### src/rtl/input_ctrl_if.sv
// input_ctrl_if: the nibble-stream bus between a producer, input_ctrl and the
// 4-lane input buffer.
//   din/vin/sof : incoming nibble, valid, start-of-frame (producer -> ctrl)
//   frame_ack   : consumer has taken the held frame (consumer -> ctrl)
//   dout/cntout/enaout : registered buffer write port (ctrl -> buffer)
//   frame_rdy/busy/err : status (ctrl -> consumer)
// master = producer/consumer side, slave = input_ctrl.
interface input_ctrl_if #(
  parameter int NDATA = 128
);
  localparam int NDATA_LOG = $clog2(NDATA);

  logic [3:0]           din;
  logic                 vin;
  logic                 sof;
  logic                 frame_ack;
  logic [3:0]           dout;
  logic [NDATA_LOG-1:0] cntout;
  logic                 enaout;
  logic                 frame_rdy;
  logic                 busy;
  logic                 err;

  modport master (
    output din, vin, sof, frame_ack,
    input  dout, cntout, enaout, frame_rdy, busy, err
  );

  modport slave (
    input  din, vin, sof, frame_ack,
    output dout, cntout, enaout, frame_rdy, busy, err
  );
endinterface

### src/rtl/input_ctrl.sv
// input_ctrl: front-end sequencer for the 4-lane input buffer.
// Collects one frame of NDATA nibbles into buffer slots 0..NDATA-1, then holds
// off new data until frame_ack. Every accepted nibble appears one cycle later
// as dout/cntout with a single-cycle enaout.
// Ports:
//   clk   : system clock, rising edge
//   rst   : asynchronous active-high reset
//   bus   : input_ctrl_if.slave (din, vin, sof, frame_ack in;
//           dout, cntout, enaout, frame_rdy, busy, err out)
// Optional feature: define INPUT_CTRL_TIMEOUT_EN to abort a frame after
// TIMEOUT consecutive idle cycles inside FILL (err pulse, back to IDLE).
module input_ctrl #(
  parameter int NDATA   = 128,
  parameter int TIMEOUT = 16
) (
  input logic          clk,
  input logic          rst,
  input_ctrl_if.slave  bus
);
  localparam int NDATA_LOG = $clog2(NDATA);

  localparam logic [1:0] IDLE = 2'd0;
  localparam logic [1:0] FILL = 2'd1;
  localparam logic [1:0] DONE = 2'd2;

  // elaboration-time parameter sanity
  if (NDATA < 2 || (NDATA & (NDATA - 1)) != 0) begin : g_bad_ndata
    $error("input_ctrl: NDATA must be a power of two >= 2");
  end
  if (TIMEOUT < 1) begin : g_bad_timeout
    $error("input_ctrl: TIMEOUT must be >= 1");
  end

  logic [1:0]           state, state_nxt;
  logic [NDATA_LOG-1:0] cnt, cnt_nxt;
  logic                 acc;
  logic [NDATA_LOG-1:0] slot;
  logic                 err_nxt;

  logic [3:0]           dout_q;
  logic [NDATA_LOG-1:0] cntout_q;
  logic                 enaout_q;
  logic                 frame_rdy_q;
  logic                 err_q;

`ifdef INPUT_CTRL_TIMEOUT_EN
  localparam int GAP_W = $clog2(TIMEOUT + 1);
  logic [GAP_W-1:0] gap, gap_nxt;
  logic             gap_hit;

  // fires on the TIMEOUT-th consecutive idle cycle in FILL
  assign gap_hit = (state == FILL) && !bus.vin && (gap == GAP_W'(TIMEOUT - 1));

  always_comb begin
    gap_nxt = '0;
    if (state == FILL && !bus.vin && !gap_hit) gap_nxt = gap + 1'b1;
  end

  always_ff @(posedge clk or posedge rst) begin
    if (rst) gap <= '0;
    else     gap <= gap_nxt;
  end
`endif

  always_comb begin
    state_nxt = state;
    cnt_nxt   = cnt;
    acc       = 1'b0;
    slot      = cnt;
    err_nxt   = 1'b0;
    case (state)
      IDLE: begin
        // data without sof is dropped silently
        if (bus.vin && bus.sof) begin
          acc       = 1'b1;
          slot      = '0;
          cnt_nxt   = NDATA_LOG'(1);
          state_nxt = FILL;
        end
      end
      FILL: begin
        if (bus.vin) begin
          acc = 1'b1;
          if (bus.sof) begin
            // restart: abandon partial frame, flag it
            slot    = '0;
            cnt_nxt = NDATA_LOG'(1);
            err_nxt = 1'b1;
          end else begin
            slot    = cnt;
            cnt_nxt = cnt + 1'b1;  // wraps to 0 after the last slot
            if (cnt == NDATA_LOG'(NDATA - 1)) state_nxt = DONE;
          end
        end
`ifdef INPUT_CTRL_TIMEOUT_EN
        else if (gap_hit) begin
          state_nxt = IDLE;
          cnt_nxt   = '0;
          err_nxt   = 1'b1;
        end
`endif
      end
      DONE: begin
        if (bus.frame_ack) begin
          state_nxt = IDLE;
          // same-cycle sof opens the next frame back-to-back
          if (bus.vin && bus.sof) begin
            acc       = 1'b1;
            slot      = '0;
            cnt_nxt   = NDATA_LOG'(1);
            state_nxt = FILL;
          end else if (bus.vin) begin
            err_nxt = 1'b1;
          end
        end else if (bus.vin) begin
          err_nxt = 1'b1;  // buffer full, nibble lost
        end
      end
      default: begin
        state_nxt = IDLE;
        cnt_nxt   = '0;
      end
    endcase
  end

  always_ff @(posedge clk or posedge rst) begin
    if (rst) begin
      state       <= IDLE;
      cnt         <= '0;
      dout_q      <= '0;
      cntout_q    <= '0;
      enaout_q    <= 1'b0;
      frame_rdy_q <= 1'b0;
      err_q       <= 1'b0;
    end else begin
      state       <= state_nxt;
      cnt         <= cnt_nxt;
      enaout_q    <= acc;
      err_q       <= err_nxt;
      // rises one cycle after the last enaout; ack drops it next cycle
      frame_rdy_q <= (state == DONE) && !bus.frame_ack;
      if (acc) begin
        dout_q   <= bus.din;
        cntout_q <= slot;
      end
    end
  end

  assign bus.dout      = dout_q;
  assign bus.cntout    = cntout_q;
  assign bus.enaout    = enaout_q;
  assign bus.frame_rdy = frame_rdy_q;
  assign bus.err       = err_q;
  assign bus.busy      = (state == FILL);

endmodule

### src/flat_wrapper.sv
// flat-port wrapper written by rule: the top's interface ports become plain ports
module input_ctrl_flat 
#(
  parameter int NDATA   = 128,
  parameter int TIMEOUT = 16
)
  (clk, rst, bus_din, bus_vin, bus_sof, bus_frame_ack, bus_dout, bus_cntout, bus_enaout, bus_frame_rdy, bus_busy, bus_err);
  input_ctrl_if #(.NDATA(NDATA)) bus_i ();
  input logic clk;
  input logic rst;
  input wire logic [$bits(bus_i.din)-1:0] bus_din;
  input wire logic [$bits(bus_i.vin)-1:0] bus_vin;
  input wire logic [$bits(bus_i.sof)-1:0] bus_sof;
  input wire logic [$bits(bus_i.frame_ack)-1:0] bus_frame_ack;
  output wire logic [$bits(bus_i.dout)-1:0] bus_dout;
  output wire logic [$bits(bus_i.cntout)-1:0] bus_cntout;
  output wire logic [$bits(bus_i.enaout)-1:0] bus_enaout;
  output wire logic [$bits(bus_i.frame_rdy)-1:0] bus_frame_rdy;
  output wire logic [$bits(bus_i.busy)-1:0] bus_busy;
  output wire logic [$bits(bus_i.err)-1:0] bus_err;
  assign bus_i.din = bus_din;
  assign bus_i.vin = bus_vin;
  assign bus_i.sof = bus_sof;
  assign bus_i.frame_ack = bus_frame_ack;
  assign bus_dout = bus_i.dout;
  assign bus_cntout = bus_i.cntout;
  assign bus_enaout = bus_i.enaout;
  assign bus_frame_rdy = bus_i.frame_rdy;
  assign bus_busy = bus_i.busy;
  assign bus_err = bus_i.err;
  input_ctrl #(.NDATA(NDATA), .TIMEOUT(TIMEOUT)) u_core (.clk(clk), .rst(rst), .bus(bus_i));
endmodule
### config.mk
export PLATFORM = sky130hd
export DESIGN_NAME = input_ctrl_flat
export DESIGN_NICKNAME = d
export VERILOG_FILES = /design/src/rtl/input_ctrl_if.sv /design/src/rtl/input_ctrl.sv /design/src/flat_wrapper.sv
export SDC_FILE = /design/constraint.sdc
export NUM_CORES = 1
export LEC_CHECK = 0
export CAP_MARGIN = 10
export CORE_UTILIZATION = 49
export DETAILED_ROUTE_END_ITERATION = 10
export PLACE_DENSITY = 0.77
export SYNTH_ARGS = -nofsm -noshare
export SYNTH_HDL_FRONTEND = slang
export SYNTH_SLANG_ARGS = --single-unit
### constraint.sdc
create_clock -name clk -period 2.7 [get_ports clk]
set_input_delay 0.54 -clock clk [delete_from_list [all_inputs] [get_ports clk]]
set_output_delay 0.54 -clock clk [all_outputs]
set_load 0.02 [all_outputs]
* Yosys cells after proc, flatten, opt, wreduce, memory -nomap -nowiden
Index checks and enable logic that the tools add are counted.
** Storage, ports and cells
- Bits in registers :: 23
- Input bits :: 9
- Output and inout port bits :: 15
- Logic and storage cells :: 48
** Operators by class
- Add/sub/neg operators :: 1
- Eq/ne operators :: 8
- Multiplexer cells :: 26
- Reduce and logical (&&, ||, !) cells :: 6
** Operators with widths (number)
- 7-bit 2-to-1 mux :: 8
- 7-bit case mux with 3 select lines :: 2
- 2-bit 2-to-1 mux :: 5
- 1-bit 2-to-1 mux :: 8
- 7-bit by 1-bit adder with 7-bit output (second input constant) :: 1
- 7-bit == test (second input constant) :: 1
- 2-bit inequality test (second input constant) :: 3
- 2-bit case mux with 3 select lines :: 1
- 5-bit AND reduction :: 1
- 2-bit by 1-bit inequality test with 1-bit output (second input constant) :: 2
- 1-bit case mux with 3 select lines :: 1
- 2-bit by 1-bit == test with 1-bit output (second input constant) :: 1
- 2-bit == test (second input constant) :: 1
- 1-bit logical AND :: 2
- 2-bit zero test :: 1
- 1-bit case mux with 2 select lines :: 1
- 2-bit AND reduction :: 1
- 1-bit zero test :: 1

* Longest topological paths before layout
Gate-level depths: netlist (run 1).
- Depth after elaboration :: 5
- Gate-level depth with buffers :: 6

* Worst setup path after synthesis (run 1)
Ideal clock, no wire load.
- Path type :: register to register
- From :: reg u_core.state[1]
- To :: reg u_core.dout_q[0] (netlist: u_core.bus.dout[0])
- Setup time :: 125 ps
- Data arrival time :: 1921 ps
- Data required time :: 2575 ps
- Path slack :: 654 ps
- Cell stages (with the launch flop) :: 7
- Path buffers :: 1
- Clock period less this slack :: 2046 ps
- Path through :: dfrtp_1 > inv_1 > ha_1 > a211oi_1 > or4b_4 > buf_6 > mux2_4
** Between the ends
- Cells in the longest elaborated chain, start to end :: 2
- Elaborated cells on any way between the ends :: 4
- Those cells by class :: 2 x eq/ne; 1 x mux; 1 x reduce/logical
** RTL lines
- start: declaration :: line input_ctrl.sv:34 : logic [1:0] state, state_nxt;
- start signal: assignment :: line input_ctrl.sv:136 : state <= state_nxt;
- 2-bit by 1-bit == test with 1-bit output
- named net bus_busy :: line flat_wrapper.sv:19 : output wire logic [$bits(bus_i.busy)-1:0] bus_busy;
- 1-bit case mux with 3 select lines :: line input_ctrl.sv:71 : case (state)
- end signal: assignment :: line input_ctrl.sv:143 : dout_q <= bus.din;
- end: declaration :: line input_ctrl.sv:40 : logic [3:0] dout_q;
The timed path passes the listed nets, and every way through them passes these cells.
A chain may end at the register's enable or synchronous reset.

* Final worst setup path (run 1)
- From :: reg u_core.state[1]
- To :: out bus_busy
** Between the ends
- Cells in the longest elaborated chain, start to end :: 1
** RTL lines
- 2-bit by 1-bit == test with 1-bit output :: line input_ctrl.sv:154 : assign bus.busy = (state == FILL);
- end: declaration :: line flat_wrapper.sv:19
Every way passes these cells.

==> reports/metrics.cfg, run 1 <==
[final_layout]
drive_gt1_share_pct=9.30
diodes=0
fillCellCount=179
most-common-layout-cells=23 x clkdlybuf4s50_1, 23 x dfrtp_1, 8 x inv_1, 8 x nand2_1, 7 x a22o_1
fin_cells=157
syn_to_final_growth_pct=24.2
final_area_sq_um=1440
finalCoreUtilization_pct=65.0
nets=145

[setup_path]
start_kind=register
crit_buf_inv=2
criticalPathCategory=register to primary output
crit_path_max_fanout=7
critical_path_required_ns=2.16
cp_top_family=buffers and inverters
reg2regPathDepth=5
cp_data_arrival_time_ns=1.81
crit_chain=inv_1 -> ha_1 -> clkdlybuf4s50_1
worst_path_max_delay_cell=clkdlybuf4s50_1
max_stage_delay_ns=0.65
crit_cells=3
crit_path_end_kind=primary output
reg2reg_slack_ns=0.67

[drt]
ant_nets=0
first_pass_iters=4
wl_mm=2.24
initialDrtViolationCount=20
wire_per_inst_um=14.3
vias=887
vias_per_cell=5.65
drc=0

[placed_design]
portBuffers=23
dpl-instance-area_sq_um=1410
dp_hpwl_mm=1.64
gp_congestion=0.876
placedCellCount=153

[floorplanning]
core-area_sq_um=2210
die_area_sq_um=2560
rows=17
die_y_um=50.6
ioPinCount=24
die_x_um=50.6
start_util_pct=52.4

[power_and_ir_drop]
p_switching_uw=437
power_frac_clock_pct=13.2
p_leak_uw=0.000633
p_seq_share_pct=40.9
netSwitchingFraction_pct=37.4
ir_drop_mv=0.523
p_int_uw=731
power_frac_comb_pct=45.9
powerDensity_nw_per_um2=812

[synthesis]
syn_avg_cell_area_sq_um=11.2
synth.distinct_cells=36
async_flop_share_pct=100
ys_warn_count=0
synth_area_sq_um=1160
ys_seq_area_share_pct=49.7
synth_edf_count=0
syn_inst=103
ys.flop_type=dfrtp_1
synth.net_count=118
yosys-top-cells-area=dfrtp_1 50%, ha_1 6.5%, a22o_1 5.3%, mux2_2 3.9%, inv_1 2.6%
ys_seq_elements=23
yosysTopAreaCell=dfrtp_1
netlist.area_leader.share_pct=49.7

[global_route]
met2_usage_pct=30.7
gr-total-overflow=0
grt_pass1_vias=855
grt_max_degree=24
gr-usage-all-layers_pct=20.4
use_met3_pct=3.03
grt_pass1_wl_mm=3.85
use_met1_pct=27.5
grt-busiest-layer=met2
antenna_found_initial=0

[clock_tree]
cts_hold_buf=0
clk_path_buf_depth=2
clk_latency_ns=0.31
cts_setup_buffers=0
clk_pin_slew_ns=0.12
cts_resized=0
h-tree-depth=1
clockRootBuffer=clkbuf_4
cts_buffers=3
cts.sinks=23
cts_tree=built

[sta]
fmax_mhz=425
fin_crit_ns=2.35
holdWs_ns=0.512
setup_viol_count_final=0
setup_tns_ns=0
worst_slew_pin_slew_ns=0.846
fin_crit_sh_pct=87.2
rsz0062_at_grt=false
relSlewSlack_pct=43.5
finalMaxSlewViolations=0
final.setup_skew_ns=0.00828
hold_violations=0

[run]
maxCapViolCount=0

[min_path]
worstHoldPathCells=1
hp-class=register to register

[outcome]
status=completed

==> flip-flops by register name (all words and copies together), names as in the netlist <==
name / flops
u_core.bus.cntout: 7
u_core.cnt: 7
u_core.bus.dout: 4
u_core.state: 2
u_core.bus.enaout: 1
u_core.bus.err: 1
u_core.bus.frame_rdy: 1
==> cell type report <==
type                    count  area (sq um)  share of cell area [%]
inverters                   8          30.0                    2.09
well taps                  28          35.0                    2.43
clock buffers               4          26.3                    1.83
flip-flops and latches     23           576                    40.0
multi-input cells          71           542                    37.7
repair buffers             23           230                    16.0
==> routing by layer <==
| layer | wire length, um | vias to the layer above |
|---|---|---|
| met5 | 0 | - |
| met4 | 46 | 0 |
| met3 | 65 | 4 |
| met2 | 1050 | 18 |
| met1 | 1070 | 424 |
| li1 | - | 441 |
==> power by group through the flow <==
stage	clock (uW)	combinational [uW]	sequential, uW
finish	154	537	478
floorplan	0	301	535
global placement	0	530	482
CTS	163	536	479
global route	176	589	491
detailed placement	0	534	486
==> synthesized netlist by cell type, drive strengths merged (2+ instances only) <==
cell type and instances:
dfrtp 23, nand2 8, nor3b 2, ha 6
a22o 7, nor2 7, a21oi 3, o31ai 2
inv 8, o2111ai 2, a31oi 2, mux2 6
nand3 3, o21ai 4
==> cell families (layout without fill, tap and decap cells) <==
| logic type | count (synthesis) | after routing | share of synthesized area (%) |
|---|---|---|---|
| adders and majority gates | 6 | 6 | 6.48 |
| AOI/OAI and AO/OA | 29 | 29 | 18.7 |
| buffers and inverters | 9 | 35 | 3.56 |
| DFF | 23 | 23 | 49.7 |
| and+or+nand+nor | 29 | 29 | 14.3 |
| muxes | 7 | 7 | 7.34 |
==> worst paths after layout <==
check / start / to
hold reg to reg: u_core.bus.cntout[1]$_DFFE_PP0P_ / u_core.bus.cntout[1]$_DFFE_PP0P_
setup reg to reg: u_core.state[0]$_DFFE_PP0P_ / u_core.bus.dout[0]$_DFFE_PP0P_
min in group asynchronous: rst / u_core.bus.dout[1]$_DFFE_PP0P_
hold / removal: u_core.bus.cntout[1]$_DFFE_PP0P_ / u_core.bus.cntout[1]$_DFFE_PP0P_
setup / recovery: u_core.state[1]$_DFFE_PP0P_ / bus_busy
max in group asynchronous: rst / u_core.bus.cntout[3]$_DFFE_PP0P_
==> metrics by stage <==
| step | setup slack, ns | total power (uW) |
|---|---|---|
| 4_1_cts | 0.351 | 1180 |
| 3_5_place_dp | 0.394 | 1020 |
| 2_1_floorplan | 0.654 | 836 |
| 6_report | 0.345 | 1170 |
| 3_3_place_gp | 0.411 | 1010 |
| 5_1_grt | 0.256 | 1260 |
Power figures use the tool's default switching activity.
==> run 2, diff against run 1 <==
--- a/config.mk
+++ b/config.mk
@@ -6,9 +6,11 @@
 export NUM_CORES = 1
 export LEC_CHECK = 0
 export CAP_MARGIN = 10
+export CORE_MARGIN = 3
 export CORE_UTILIZATION = 49
 export DETAILED_ROUTE_END_ITERATION = 10
 export PLACE_DENSITY = 0.77
+export SETUP_SLACK_MARGIN = 0.05
 export SYNTH_ARGS = -nofsm -noshare
 export SYNTH_HDL_FRONTEND = slang
 export SYNTH_SLANG_ARGS = --single-unit
==> constraint.sdc (replaced) <==
create_clock -name clk -period 2.7 [get_ports clk]
set_input_delay 0.81 -clock clk [delete_from_list [all_inputs] [get_ports clk]]
set_output_delay 0.81 -clock clk [all_outputs]
set_load 0.02 [all_outputs]
==> run 2 against run 1 <==
Register-to-register slack hardly changed. Combinational power hardly changed. Clock power is 4% higher. Sequential power hardly changed. First-iteration DRC count is 15% lower. Critical path type unchanged. Critical endpoint unchanged. Highest routed layer unchanged.
==> reports/metrics.cfg, run 2 (synthesis results as in run 1) <==
[power_and_ir_drop]
p_switching_uw=447  ; +2.2%
powerDensity_nw_per_um2=808  ; -0.51%
p_seq_share_pct=40.5  ; -0.4 points
power_frac_clock_pct=13.6  ; +0.4 points
netSwitchingFraction_pct=38.0  ; +0.65 points
p_int_uw=727  ; -0.60%
power_frac_comb_pct=45.9  ; about the same
p_leak_uw=0.000648  ; +2.4%
ir_drop_mv=0.543  ; +3.9%

[clock_tree]
clockRootBuffer=clkbuf_4
cts_hold_buf=0  ; unchanged
clk_path_buf_depth=2  ; unchanged
clk_latency_ns=0.32  ; about the same
clk_pin_slew_ns=0.13  ; about the same
cts.sinks=23  ; unchanged
cts_tree=built
cts_setup_buffers=0  ; unchanged
h-tree-depth=1  ; unchanged
cts_buffers=3  ; unchanged

[drt]
ant_nets=0  ; unchanged
vias=925  ; +4.3%
drc=0  ; unchanged
wl_mm=2.30  ; +2.9%
vias_per_cell=5.85  ; +3.6%
initialDrtViolationCount=17  ; -15%
wire_per_inst_um=14.6  ; +2.2%
first_pass_iters=4  ; unchanged

[placed_design]
gp_congestion=0.881  ; +0.62%
dp_slack_ns=0.146  ; -0.248 ns
dp_hpwl_mm=1.73  ; +5.0%
portBuffers=23  ; unchanged

[floorplanning]
rows=16  ; -1
die_x_um=54.6  ; +7.9%
core-area_sq_um=2100  ; -5.0%
ioPinCount=24  ; unchanged
die_area_sq_um=2980  ; +16%
start_util_pct=55.1  ; +2.7 points
die_y_um=54.6  ; +7.9%

[global_route]
gr-total-overflow=0  ; unchanged
gr-usage-all-layers_pct=18.5  ; -1.9 points
grt_max_degree=24  ; unchanged
grt_pass1_vias=868  ; +1.5%
antenna_found_initial=0  ; unchanged
grt_pass1_wl_mm=3.80  ; -1.3%

[sta]
finalMaxSlewViolations=0  ; unchanged
worst_slew_pin_slew_ns=0.405  ; -0.441 ns
setup_viol_count_final=0  ; unchanged
final.setup_skew_ns=0.00904  ; +0.000753 ns
setup_tns_ns=0  ; unchanged
rsz0062_at_grt=false
fmax_mhz=425  ; about the same
hold_violations=0  ; unchanged
fin_crit_sh_pct=87.2  ; about the same
fin_ws_ns=0.345  ; +0.000113 ns
relSlewSlack_pct=73.0  ; +29 points
fin_crit_ns=2.35  ; -0.000113 ns

[setup_path]
crit_path_end_kind=primary output
max_stage_delay_ns=0.45  ; -0.20 ns
worst_path_max_delay_cell=dfrtp_1
reg2reg_slack_ns=0.66  ; about the same
crit_path_max_fanout=7  ; unchanged
criticalPathCategory=register to primary output
critical_path_required_ns=1.89  ; -0.27 ns
r2r_end=u_core.bus.dout[0]$_DFFE_PP0P_
crit_chain=inv_1 -> ha_1 -> dlygate4sd2_1
reg2regPathDepth=5  ; unchanged
start_kind=register
worstReg2RegStart=u_core.state[1]$_DFFE_PP0P_
cp_data_arrival_time_ns=1.54  ; -0.27 ns

[final_layout]
multi_input_area_sq_um=542  ; unchanged
syn_to_final_growth_pct=25.4
drive_gt1_share_pct=11.5  ; +2.1 points
final_common_cell=dfrtp_1
nets=147  ; +1.4%
diodes=0  ; unchanged
fillCellCount=167  ; -6.7%
most-common-layout-cells=23 x dfrtp_1, 22 x clkdlybuf4s50_1, 8 x inv_1, 8 x nand2_1, 7 x a22o_1
seq_area_sq_um=576  ; unchanged

[min_path]
whs_endpoint=u_core.bus.cntout[4]$_DFFE_PP0P_
min_from=u_core.bus.cntout[4]$_DFFE_PP0P_
hp-class=register to register
worstHoldPathCells=1  ; unchanged

[outcome]
status=completed

[run]
maxCapViolCount=0  ; unchanged

## run 2: power groups by stage
stage / clock (uW) / sequential (uW) / combinational [uW]
3_3_place_gp: 0 / 479 / 536
6_report: 160 / 475 / 539
3_5_place_dp: 0 / 483 / 547
2_1_floorplan: 0 / 535 / 301
5_1_grt: 185 / 485 / 593
4_1_cts: 170 / 476 / 546
## run 2: worst max-delay path: cells and delay by family (launching register included)
family,cells,cell delay [ns]
adder cells (fa/ha/maj),1,0.30
buffers and inverters,2,0.47
flip-flops,1,0.45
## run 2: worst max-delay path by stage
stage	start	end	slack (ns)	cells after the start
after detailed placement	bus_sof	u_core.cnt[0]$_DFFE_PP0P_	0.15	6
after CTS	u_core.state[1]$_DFFE_PP0P_	bus_busy	0.33	3
after global routing	u_core.state[1]$_DFFE_PP0P_	bus_busy	0.24	3
after global placement	bus_sof	u_core.cnt[1]$_DFFE_PP0P_	0.16	6
after floorplan	u_core.state[1]$_DFFE_PP0P_	u_core.bus.dout[0]$_DFFE_PP0P_	0.65	6
final	u_core.state[1]$_DFFE_PP0P_	bus_busy	0.35	3
## run 2: stage by stage
| stage | power [uW] | util (%) | cells | hold WS [ns] | area [sq um] |
|---|---|---|---|---|---|
| after detailed placement | 1030 | 67.9 | 154 | 0.494 | 1430 |
| after floorplan | 836 | - | 103 | 0.468 | 1160 |
| after CTS | 1190 | 69.1 | 158 | 0.515 | 1450 |
| after global routing | 1260 | 69.1 | 158 | 0.538 | 1450 |
| final | 1170 | 69.1 | 158 | 0.515 | 1450 |
| after global placement | 1010 | 67.9 | 154 | 0.488 | 1430 |
## run 2: final cells by class
cell class,instances,share of cell area (%)
inverter,8,2.07
sequential,23,39.6
clock buffer,3,1.55
clock inverter,1,0.345
multi-input combinational,71,37.3
tap,27,2.33
timing repair buffer,25,16.8
## run 2: routing by layer
metal  share of wire (%)  up-vias  wire length [um]  track usage (%)
met2                  47       37              1090             31.7
met3                 7.3        5               168             4.36
met5                   0        -                 0                0
met4                 2.0        0                46             10.8
li1                    -      445                 -                -
met1                  43      438               995             20.5
## run 2: timing repair
action	4_1_cts	5_1_grt
gates resized for setup	1	0
endpoints found under the hold margin	0	0
setup endpoints to repair	1	0
